--- config.mk ---
export PLATFORM = sky130hd
export DESIGN_NAME = alu_operand_server
export DESIGN_NICKNAME = d
export VERILOG_FILES = /design/src/rtl/alu_operand_server.sv
export SDC_FILE = /design/constraint.sdc
export NUM_CORES = 1
export LEC_CHECK = 0
export ABC_AREA = 1
export BUFFER_PORTS_ARGS = -buffer_cell sky130_fd_sc_hd__buf_2
export CAP_MARGIN = 20
export CORE_MARGIN = 4
export CORE_UTILIZATION = 40
export CTS_BUF_LIST = sky130_fd_sc_hd__clkbuf_8
export DETAILED_ROUTE_END_ITERATION = 6
export SLEW_MARGIN = 10
export SYNTH_ARGS = -nofsm -noshare
export SYNTH_HDL_FRONTEND = slang
export SYNTH_SLANG_ARGS = --single-unit
--- constraint.sdc ---
create_clock -name clk -period 3.19 [get_ports clk]
set_input_delay 0.1595 -clock clk [delete_from_list [all_inputs] [get_ports clk]]
set_output_delay 0.1595 -clock clk [all_outputs]
set_load 0.05 [all_outputs]
--- src/rtl/alu_operand_server.sv ---
// Operand server for the 4-bit bus ALU: holds the register file, issues ADDI/ADD,
// serves operand values on request and writes the ALU result and carry back.
module alu_operand_server #(
  parameter int NREGS   = 16,
  parameter int DW      = 4,
  parameter int TIMEOUT = 15
) (
  input  logic          clk,
  input  logic          rst,
  input  logic          instr_valid,
  output logic          instr_ready,
  input  logic [3:0]    instr_op,
  input  logic [DW-1:0] instr_imm,
  input  logic [3:0]    instr_rd,
  input  logic [3:0]    instr_rs1,
  input  logic [3:0]    instr_rs2,
  output logic [3:0]    alu_opcode,
  output logic [DW-1:0] alu_mio,
  input  logic [3:0]    alu_bus_req,
  output logic [DW-1:0] alu_bus_to_alu,
  input  logic [DW-1:0] alu_bus_from_alu,
  output logic          alu_oe_n,
  input  logic          alu_done,
  input  logic          alu_carry,
  output logic          carry_flag,
  output logic          busy,
  output logic          err_illegal,
  output logic          err_timeout,
  input  logic [3:0]    dbg_addr,
  output logic [DW-1:0] dbg_data
);

  typedef enum logic [1:0] {IDLE, ISSUE, SERVE, DRAIN} state_t;

  localparam logic [3:0] OP_ADDI  = 4'd1;
  localparam logic [3:0] OP_ADD   = 4'd2;
  localparam logic [3:0] REQ_NEXT = 4'b0011;
  localparam int         CW       = $clog2(TIMEOUT + 1);

  state_t          state_q, state_d;
  logic [3:0]      op_q, op_d, rd_q, rd_d, rs1_q, rs1_d, rs2_q, rs2_d, src_q, src_d;
  logic [DW-1:0]   imm_q, imm_d, mio_q, mio_d, bus_q, bus_d;
  logic [3:0]      opcode_q, opcode_d, req_prev_q;
  logic [CW-1:0]   cnt_q, cnt_d;
  logic            switched_q, switched_d, oe_n_q, oe_n_d, carry_q, carry_d;
  logic            err_ill_q, err_ill_d, err_to_q, err_to_d, we;
  logic [DW-1:0]   regs_q [NREGS];

  always_comb begin
    state_d    = state_q;
    op_d       = op_q;
    imm_d      = imm_q;
    rd_d       = rd_q;
    rs1_d      = rs1_q;
    rs2_d      = rs2_q;
    src_d      = src_q;
    cnt_d      = cnt_q;
    switched_d = switched_q;
    opcode_d   = opcode_q;
    mio_d      = mio_q;
    bus_d      = bus_q;
    oe_n_d     = oe_n_q;
    carry_d    = carry_q;
    err_ill_d  = 1'b0;
    err_to_d   = 1'b0;
    we         = 1'b0;
    case (state_q)
      IDLE: begin
        if (instr_valid) begin
          op_d  = instr_op;
          imm_d = instr_imm;
          rd_d  = instr_rd;
          rs1_d = instr_rs1;
          rs2_d = instr_rs2;
          if (instr_op == OP_ADDI || instr_op == OP_ADD) state_d = ISSUE;
          else                                           err_ill_d = 1'b1;
        end
      end
      ISSUE: begin
        opcode_d   = op_q;
        mio_d      = (op_q == OP_ADDI) ? imm_q : '0;
        src_d      = (op_q == OP_ADDI) ? rs1_q : rs2_q;
        cnt_d      = '0;
        switched_d = 1'b0;
        oe_n_d     = 1'b0;
        bus_d      = regs_q[src_d];
        state_d    = SERVE;
      end
      SERVE: begin
        // ADD serves rs2 first; only the first fresh NEXT request moves to rs1
        if (op_q == OP_ADD && !switched_q && alu_bus_req == REQ_NEXT &&
            req_prev_q != REQ_NEXT) begin
          src_d      = rs1_q;
          switched_d = 1'b1;
        end
        bus_d = regs_q[src_d];
        if (alu_done) begin
          we       = (rd_q != 4'd0);
          carry_d  = alu_carry;
          opcode_d = '0;
          mio_d    = '0;
          oe_n_d   = 1'b1;
          bus_d    = '0;
          state_d  = DRAIN;
        end else if (cnt_q == CW'(TIMEOUT - 1)) begin
          err_to_d = 1'b1;
          opcode_d = '0;
          mio_d    = '0;
          oe_n_d   = 1'b1;
          bus_d    = '0;
          state_d  = DRAIN;
        end else begin
          cnt_d = cnt_q + CW'(1);
        end
      end
      DRAIN:   state_d = IDLE;
      default: state_d = IDLE;
    endcase
  end

  always_ff @(posedge clk or posedge rst) begin
    if (rst) begin
      state_q    <= IDLE;
      op_q       <= '0;
      imm_q      <= '0;
      rd_q       <= '0;
      rs1_q      <= '0;
      rs2_q      <= '0;
      src_q      <= '0;
      cnt_q      <= '0;
      switched_q <= 1'b0;
      req_prev_q <= '0;
      opcode_q   <= '0;
      mio_q      <= '0;
      bus_q      <= '0;
      oe_n_q     <= 1'b1;
      carry_q    <= 1'b0;
      err_ill_q  <= 1'b0;
      err_to_q   <= 1'b0;
      for (int i = 0; i < NREGS; i++) regs_q[i] <= '0;
    end else begin
      state_q    <= state_d;
      op_q       <= op_d;
      imm_q      <= imm_d;
      rd_q       <= rd_d;
      rs1_q      <= rs1_d;
      rs2_q      <= rs2_d;
      src_q      <= src_d;
      cnt_q      <= cnt_d;
      switched_q <= switched_d;
      req_prev_q <= alu_bus_req;
      opcode_q   <= opcode_d;
      mio_q      <= mio_d;
      bus_q      <= bus_d;
      oe_n_q     <= oe_n_d;
      carry_q    <= carry_d;
      err_ill_q  <= err_ill_d;
      err_to_q   <= err_to_d;
      if (we) regs_q[rd_q] <= alu_bus_from_alu;
    end
  end

  assign instr_ready    = (state_q == IDLE);
  assign busy           = (state_q != IDLE);
  assign alu_opcode     = opcode_q;
  assign alu_mio        = mio_q;
  assign alu_bus_to_alu = bus_q;
  assign alu_oe_n       = oe_n_q;
  assign carry_flag     = carry_q;
  assign err_illegal    = err_ill_q;
  assign err_timeout    = err_to_q;
  assign dbg_data       = (dbg_addr == 4'd0) ? '0 : regs_q[dbg_addr];

endmodule

# [Word-level counts from Yosys, hierarchy flattened]
# Cells that the tools add are included.
[classes] add_sub_neg=1 magnitude_cmp=5 eq_ne=16 n_mux=46 n_bitwise=4 reduce_logical=17
[op_table] cell="$mux 4" count=18
[op_table] cell="$bwmux 64" count=1
[op_table] cell="$bmux 4 s4" count=3
[op_table] cell="$pmux 4 s2" count=5
[op_table] cell="$ge 5x5->1 const B" count=4
[op_table] cell="$not 4->5" count=4
[op_table] cell="$demux 4 s4" count=1
[op_table] cell="$eq 4x2->1 const B" count=3
[op_table] cell="$mux 1" count=11
[op_table] cell="$eq 4x1->1 const B" count=2
[op_table] cell="$mux 2" count=4
[op_table] cell="$ne 2x2->1 const B" count=4
[op_table] cell="$pmux 2 s4" count=1
[op_table] cell="$reduce_and 2->1" count=4
[op_table] cell="$reduce_and 3->1" count=2
[op_table] cell="$lt 5x1->1 const B" count=1
[op_table] cell="$add 4x1->4 const B" count=1
[op_table] cell="$eq 2x2->1 const B" count=2
[op_table] cell="$eq 4x4->1 const B" count=1
[op_table] cell="$logic_and 1x1->1" count=4
[op_table] cell="$logic_not 4->1" count=1
[op_table] cell="$ne 4x2->1 const B" count=1
[op_table] cell="$pmux 1 s2" count=2
[op_table] cell="$reduce_bool 2->1" count=2
[op_table] cell="other kinds (7)" count=7
[totals] ff_bits=115 inputBits=37 output_inout_bits=22 elab_cells=122

# [Logic depth before layout (Yosys ltp)]
# Gate-level depths: netlist of run 1.
[depth] ltp_word=13 mapped_depth=14 mapped_depth_nobuf=13

# [Least setup slack after synthesis of run 1]
# Ideal clock, no wire load.
[synth_path] path_type="input to output" from="input port dbg_addr[1]" to="output port dbg_data[0]" arrival_ns=1.942 t_required_ns=3.030 path_slack_ns=1.089 path_stages=8 path_buffers=2 cell_sequence="clkbuf_1 > inv_1 > buf_1 > a21oi_1 > o21ai_0 > nand2_1 > nand2_1 > a31oi_1"
[synth_via] elab_chain_cells=5 elab_cells_between_ends=6 classes_between="mux (4); bitwise (1); reduce/logical (1)"
[synth_lines] element="start, declared" line_no="29" rtl="input logic [3:0] dbg_addr,"
[synth_lines] element="$not 4->5 (implied by the code)" line_no="172" rtl="assign dbg_data = (dbg_addr == 4'd0) ? '0 : regs_q[dbg_addr];"
[synth_lines] element="$bmux 4 s4" line_no="172"
[synth_lines] element="$mux 4 (implied by the code) (2 in a row)" line_no="172"
[synth_lines] element="$mux 4 (*)" line_no="172"
[synth_lines] element="end, declared" line_no="30" rtl="output logic [DW-1:0] dbg_data"
# Mark *: on every way between the ends. The rest lies on a longest branch, timed or not. The select of a mux whose other input is x is not followed.

# [Final worst setup path of run 1]
[layout_path] from="register state_q[0]" to="register regs_q[0] in the netlist's numbering"
[layout_via] elab_chain_cells=2
[layout_lines] element="start, declared" line_no="40" rtl="state_t state_q, state_d;"
[layout_lines] element="start signal, assigned" line_no="142" rtl="state_q <= state_d;"
[layout_lines] element="$eq 2x2->1" line_no="67" rtl="case (state_q)"
[layout_lines] element="$mux 1" line_no="67"
[layout_lines] element="end signal, assigned by index" line_no="159" rtl="if (we) regs_q[rd_q] <= alu_bus_from_alu;"
[layout_lines] element="end, declared" line_no="47" rtl="logic [DW-1:0] regs_q [NREGS];"
# Every way passes these cells.
# A chain may end at the register's enable or synchronous reset.

==> impl_metrics.yaml, run 1 <==
timing:
  fin_setup_tns_ns: 0
  hold_viol: 0
  rsz0062_at_grt: "false"
  drv_slew: 0
  timing.fmax_mhz: 428
  fin_crit_sh_pct: 73.3
  fin_skew_ns: 0.00847
  min_period_ns: 2.34
  slew_headroom_pct: 44.2
  worst_slew_pin_slew_ns: 0.836
  setup_viol: 0
  fin_ws_ns: 0.852
route:
  routed_via_density: 5.28
  drc: 0
  vias: 6532
  drt_iter0_markers: 811
  post_drt_wl_per_cell_um: 17.2
  postRouteAntennaNets: 0
  routed_wl_um: 21300
  first_pass_iters: 5
placed_design:
  io_buffers: 58
  placed_cell_area_um2: 7120
  pre_cts_slack_ns: 0.886
  dpl.hpwl_um: 15000
  place.gp.congestion: 0.948
clocking:
  clk_pin_slew_ns: 0.07
  h-tree-depth: 4
  cts_resized: 0
  cts_max_path_buffers: 2
  cts-root-buf: "clkbuf_8"
  cts_tree: "built"
  post_cts_buffers: 0
  cts_sinks: 115
  cts-buffers-inserted: 17
  clk-insertion-delay-late_ns: 0.47
critical_path:
  cp_slowest_cell: "nand3_1"
  crit_path_max_fanout: 8
  end_kind: "flop"
  worstPathCellList: "inv_1, ha_1, nand2_1, nor2_1, nand3_1, nand2_1, o21ai_0"
  crit_family: "simple AND/OR/NAND/NOR gates"
  crit_arrival_ns: 2.65
  cp.buffers_inverters: 1
  critPathMaxStageDelay_ns: 0.47
  cp-start-kind: "flop"
  cp.required_ns: 3.51
  path_class: "reg2reg"
  cpMostUsedCell: "nand2_1"
pwr:
  p_leak_nw: 3.70
  p_total_mw: 7.73
  p_per_area_nw_per_um2: 989
  vdd_drop_max_v: 0.000591
global_routing:
  grt_overflow: 0
  grt_pass1_wl_um: 33800
  grt_pass1_vias: 6104
  antenna_found_initial: 0
  globalRouteTotalUtil_pct: 23.8
  grt_max_degree: 37
min_path:
  hp-class: "in2reg"
outcome:
  status: "completed"
cells_and_area:
  final_common_cell: "nand2_1"
  nets: 1050
  fillers: 1599
  drive_above_1_share_pct: 13.1
  final_cell_mix: "253 x nand2_1, 170 x nand3_1, 132 x o21ai_0"
  final_util_pct: 48.7
  insertedDiodeCount: 0
  syn2layout_area_growth_pct: 17.8
  design_area_um2: 7820
synth:
  synth_fp_nets: 972
  ys_seq_elements: 115
  synth_cell_types: 37
  yosysSeqAreaShare_pct: 43.4
  yosysWarnings: 0
  netlist_area_um2: 6640
  syn_avg_cell_area_um2: 7.13
  syn_inst: 930
floorplanning:
  fp.dieH_um: 137
  start_util_pct: 41.3
  num_rows: 46
  dieArea_um2: 18700
  core_area_um2: 16100
  die_x_um: 137
  io_pins: 59
job:
  drv_cap: 0
[report_power, final]
| group | switching [mW] | leakage [nW] | total [mW] | internal (mW) |
|---|---|---|---|---|
| clock | 0.667 | 0.212 | 1.47 | 0.802 |
| combinational | 2.61 | 1.99 | 3.78 | 1.17 |
| sequential | 0.508 | 1.50 | 2.48 | 1.97 |
[metal layers]
metal / vias up / global-route usage [%] / part of all wire (%)
li1: 3200 / - / -
met1: 3006 / 34.2 / 45
met2: 285 / 36.1 / 44
met3: 41 / 5.55 / 8.5
met4: 0 / 6.82 / 1.9
met5: - / 0 / 0
[state kept, by name, summed over array words and instances (netlist names), 2 cells and up]
name            count
rs2_q               4
op_q                4
rs1_q               4
rd_q                4
alu_bus_to_alu      4
imm_q               4
cnt_q               4
src_q               4
state_q             2
alu_mio             4
alu_opcode          4
req_prev_q          4
regs_q             64
[synthesized netlist by cell type (all sizes together)]
master  count  area [µm²]
nor2       29         121
inv       106         398
ha          5        62.6
xor2        2        17.5
mux2        1        11.3
nor4        1        6.26
a21oi      42         225
dfrtp     114        2850
clkbuf     21        78.8
o21bai      1        11.3
buf        19         126
a22oi       1        7.51
nor3        2        10.0
a31oi       4        25.0
o211ai      1        7.51
or2         1        6.26
clkinv      5        18.8
o31ai       1        7.51
o21ai     138         713
dfstp       1        26.3
o21a        1        7.51
nand2     262        1020
nand3     172         878
[logic make-up after synthesis]
kind of cell | count (synthesis) | synth area share, %
buffers and inverters | 151 | 9.37
muxes | 1 | 0.170
and+or+nand+nor | 467 | 30.7
DFF | 115 | 43.4
xor gates and xnor gates | 2 | 0.264
adders and majority gates | 5 | 0.943
AOI/OAI and AO/OA | 189 | 15.1
[metrics by stage]
step | instances | hold WS [ns]
6_report | 1237 | 0.110
4_1_cts | 1237 | 0.0815
5_1_grt | 1237 | 0.115
2_1_floorplan | 930 | 0.191
3_5_place_dp | 1178 | 0.295
3_3_place_gp | 1178 | 0.293
[layout make-up]
class / instances / area [µm²] / share of cell area [%]
clock buffer: 18 / 248 / 3.17
clock inverter: 14 / 175 / 2.24
inverter: 111 / 420 / 5.38
multi-input combinational: 664 / 3130 / 40.1
sequential: 115 / 2880 / 36.8
tap: 216 / 270 / 3.46
timing repair buffer: 99 / 691 / 8.83
[worst min-delay path: stages]
cell     delay (ns)
buf_2          0.09
o21ai_0        0.11
nand2_1        0.09
o21ai_0        0.08
[repair_timing]
action                                  CTS  global route
endpoints found under the setup margin    0             0
hold buffers                             27             0
endpoints found under the hold margin    57             0
[path summary, 6_finish.rpt]
kind                                             start                     end  slack, ns  cells past startpoint
max in group asynchronous                          rst  regs_q[20]$_DFFE_PP0P_       1.96                      4
worst max register to register  state_q[0]$_DFFE_PP0P_   regs_q[0]$_DFFE_PP0P_       0.85                      7
worst min-delay path                       instr_valid  state_q[1]$_DFFE_PP0P_       0.11                      4
min in group asynchronous                          rst  regs_q[53]$_DFFE_PP0P_       0.40                      3
worst max-delay path            state_q[0]$_DFFE_PP0P_   regs_q[0]$_DFFE_PP0P_       0.85                      7
worst min register to register  regs_q[60]$_DFFE_PP0P_  regs_q[60]$_DFFE_PP0P_       0.46                      0
Power figures use the tool's default switching activity.
==> run 2, diff against run 1 <==
ABC_AREA = 0   (was 1)
clock period = 2 ns   (was 3.19 ns; I/O delays follow)
==> run 2 against run 1 <==
The flow now finishes with violations (setup timing). Total power increased by 76%. Flip-flop and latch count unchanged. Synthesized cell count decreased by 48%. Sequential share of layout area decreased by 3.6 points. Register-to-register slack got worse by 1.4 ns. First-iteration DRC count decreased by 60%. Wire length decreased by 13%. Clock power increased by 83%. Critical path depth increased by 2. Final cell count decreased by 27%. Clock skew increased by 0.0054 ns. Critical path type unchanged. Largest power group unchanged.
==> impl_metrics.yaml, run 2 <==
synth:
  yosysSeqAreaShare_pct: 45.7
  synth_cell_types: 48
  synth_edf_count: 0
  yosys-top-cells-area: "dfrtp_1 45%, mux2_2 16%, mux4_2 11%"
  ys.flop_type: "dfrtp_1"
  syn_inst: 486
  synth_fp_nets: 528
  synth_commonest_cells: "114 x dfrtp_1, 87 x mux2_2, 45 x mux2i_1, 32 x mux4_2, 22 x clkbuf_1"
  ys_seq_elements: 115
  post-synth-top-area-cell: "dfrtp_1"
  syn_avg_cell_area_um2: 13.0
  synth_most_common_cell: "dfrtp_1"
  synthArstFlopShare_pct: 100
  yosysWarnings: 0
  netlist_area_um2: 6300
  synth_top_area_share_pct: 45.3
global_routing:
  met2_usage_pct: 35.2
  antenna_found_initial: 0
  grt_overflow: 0
  grt_pass1_wl_um: 29600
  busiest_layer: "met2"
  grt_max_degree: 105
  grt_pass1_vias: 5258
  grtUsageMet1_pct: 29.1
  grtUsageMet3_pct: 4.42
  globalRouteTotalUtil_pct: 21.6
placed_design:
  place.gp.congestion: 0.916
  io_buffers: 58
  dpl.hpwl_um: 13200
floorplanning:
  core_area_um2: 15300
  num_rows: 45
  die_x_um: 134
  start_util_pct: 41.2
  io_pins: 59
  fp.dieH_um: 134
  dieArea_um2: 17800
timing:
  holdWs_ns: 0.137
  timing.fmax_mhz: 388
  worst_slew_pin_slew_ns: 1.11
  fin_ws_ns: -0.575
  fin_crit_sh_pct: 129
  setup_viol: 10
  min_period_ns: 2.57
  rsz0062_at_grt: "true"
  fin_skew_ns: 0.0139
  slew_headroom_pct: 25.3
  hold_viol: 0
  fin_setup_tns_ns: -3.74
  drv_slew: 0
critical_path:
  cp.required_ns: 2.33
  cp-start-kind: "flop"
  end_kind: "flop"
  crit_arrival_ns: 2.90
  path_class: "reg2reg"
  reg2reg_depth: 9
  crit_path_max_fanout: 9
pwr:
  p_sw_share_pct: 37.5
  p_leak_nw: 3.98
  seq_power_share_pct: 28.5
  pwr-share-clk_pct: 19.8
  p_int_mw: 8.48
  combPwrFrac_pct: 51.7
  vdd_drop_max_v: 0.000569
  switchingPower_mw: 5.10
  p_per_area_nw_per_um2: 1570
cells_and_area:
  final_cell_mix: "113 x dfrtp_1, 98 x buf_4, 84 x mux2_2"
  final_common_cell: "dfrtp_1"
  largest_reg_flops: 64
  nets: 715
  regMostFlops: "regs_q"
  drive_above_1_share_pct: 51.2
  syn2layout_area_growth_pct: 37.5
  insertedDiodeCount: 0
route:
  drt_iter0_markers: 324
  first_pass_iters: 5
  drc: 0
  routed_via_density: 5.58
  postRouteAntennaNets: 0
  vias: 5005
  routed_wl_um: 18500
  post_drt_wl_per_cell_um: 20.7
clocking:
  clk_pin_slew_ns: 0.07
  cts-buffers-inserted: 17
  cts_sinks: 115
  cts_tree: "built"
  cts-root-buf: "clkbuf_8"
  cts_max_path_buffers: 2
  h-tree-depth: 4
  clk-insertion-delay-late_ns: 0.46
outcome:
  violations: "setup timing"
  status: "complete, but fails checks"
job:
  drv_cap: 0
min_path:
  hp-class: "in2async"
==> run 2: worst paths after layout <==
path / startpoint / to / slack (ns)
max in group asynchronous: rst / req_prev_q[3]$_DFF_PP0_ / 1.01
min: rst / carry_flag$_DFFE_PP0P_ / 0.14
min reg2reg: regs_q[60]$_DFFE_PP0P_ / regs_q[60]$_DFFE_PP0P_ / 0.43
max: op_q[3]$_DFFE_PP0P_ / alu_bus_to_alu[3]$_DFFE_PP0P_ / -0.57
min in group clk: instr_valid / state_q[1]$_DFFE_PP0P_ / 0.14
max reg2reg: op_q[3]$_DFFE_PP0P_ / alu_bus_to_alu[3]$_DFFE_PP0P_ / -0.57
==> run 2: power groups by stage <==
stage / combinational, mW / clock [mW] / sequential, mW
finish: 7.02 / 2.69 / 3.88
global route: 7.47 / 2.83 / 3.98
CTS: 6.73 / 2.73 / 3.83
detailed placement: 6.22 / 0 / 3.91
global placement: 6.11 / 0 / 3.86
floorplan: 3.67 / 0 / 4.07
==> run 2: metal layers <==
layer | share of wire [%] | vias to the layer above
li1 | - | 2231
met1 | 44 | 2598
met2 | 49 | 152
met3 | 4.7 | 24
met4 | 1.9 | 0
met5 | 0 | -
==> run 2: worst max-delay path, stage by stage, from the launching register on <==
cell,delay (ns)
dfrtp_1,0.40
buf_6,0.12
nor4b_4,0.25
buf_6,0.17
mux2i_4,0.25
buf_12,0.17
mux4_2,0.50
mux2_2,0.29
o211ai_1,0.19
nand3_1,0.10
==> run 2: area by class of cell <==
class                           count  area (µm²)
Fill cell                        1256        6650
Timing Repair Buffer              197        1560
Sequential cell                   115        2880
Clock inverter                     13         230
Multi-Input combinational cell    330        3420
Inverter                           12        48.8
Clock buffer                       19         262
Tap cell                          211         264
==> run 2: timing repair <==
action	4_1_cts	5_1_grt
pin swaps	6	6
endpoints found under the setup margin	30	35
endpoints found under the hold margin	38	1
gates resized for setup	32	16
hold buffers	27	1
setup buffers	15	8
==> run 2: cell families after synthesis <==
group / after synthesis / synth area share [%]
AO/OA/AOI/OAI: 70 / 7.44
XOR/XNOR: 1 / 0.139
adder cells (fa/ha/maj): 5 / 0.993
buffers and inverters: 41 / 2.94
flip-flops: 115 / 45.7
multiplexers: 167 / 35.2
AND/OR/NAND/NOR: 87 / 7.62
==> run 2: metrics by stage <==
step / instances / util, % / total power [mW] / area, µm² / setup slack (ns)
2_1_floorplan: 486 / - / 7.74 / 6340 / -0.916
4_1_cts: 888 / 55.5 / 13.3 / 8510 / -0.658
3_5_place_dp: 814 / 49.1 / 10.1 / 7520 / -0.820
6_report: 897 / 56.6 / 13.6 / 8670 / -0.575
3_3_place_gp: 814 / 49.1 / 9.97 / 7520 / -0.740
5_1_grt: 897 / 56.6 / 14.3 / 8670 / -0.693
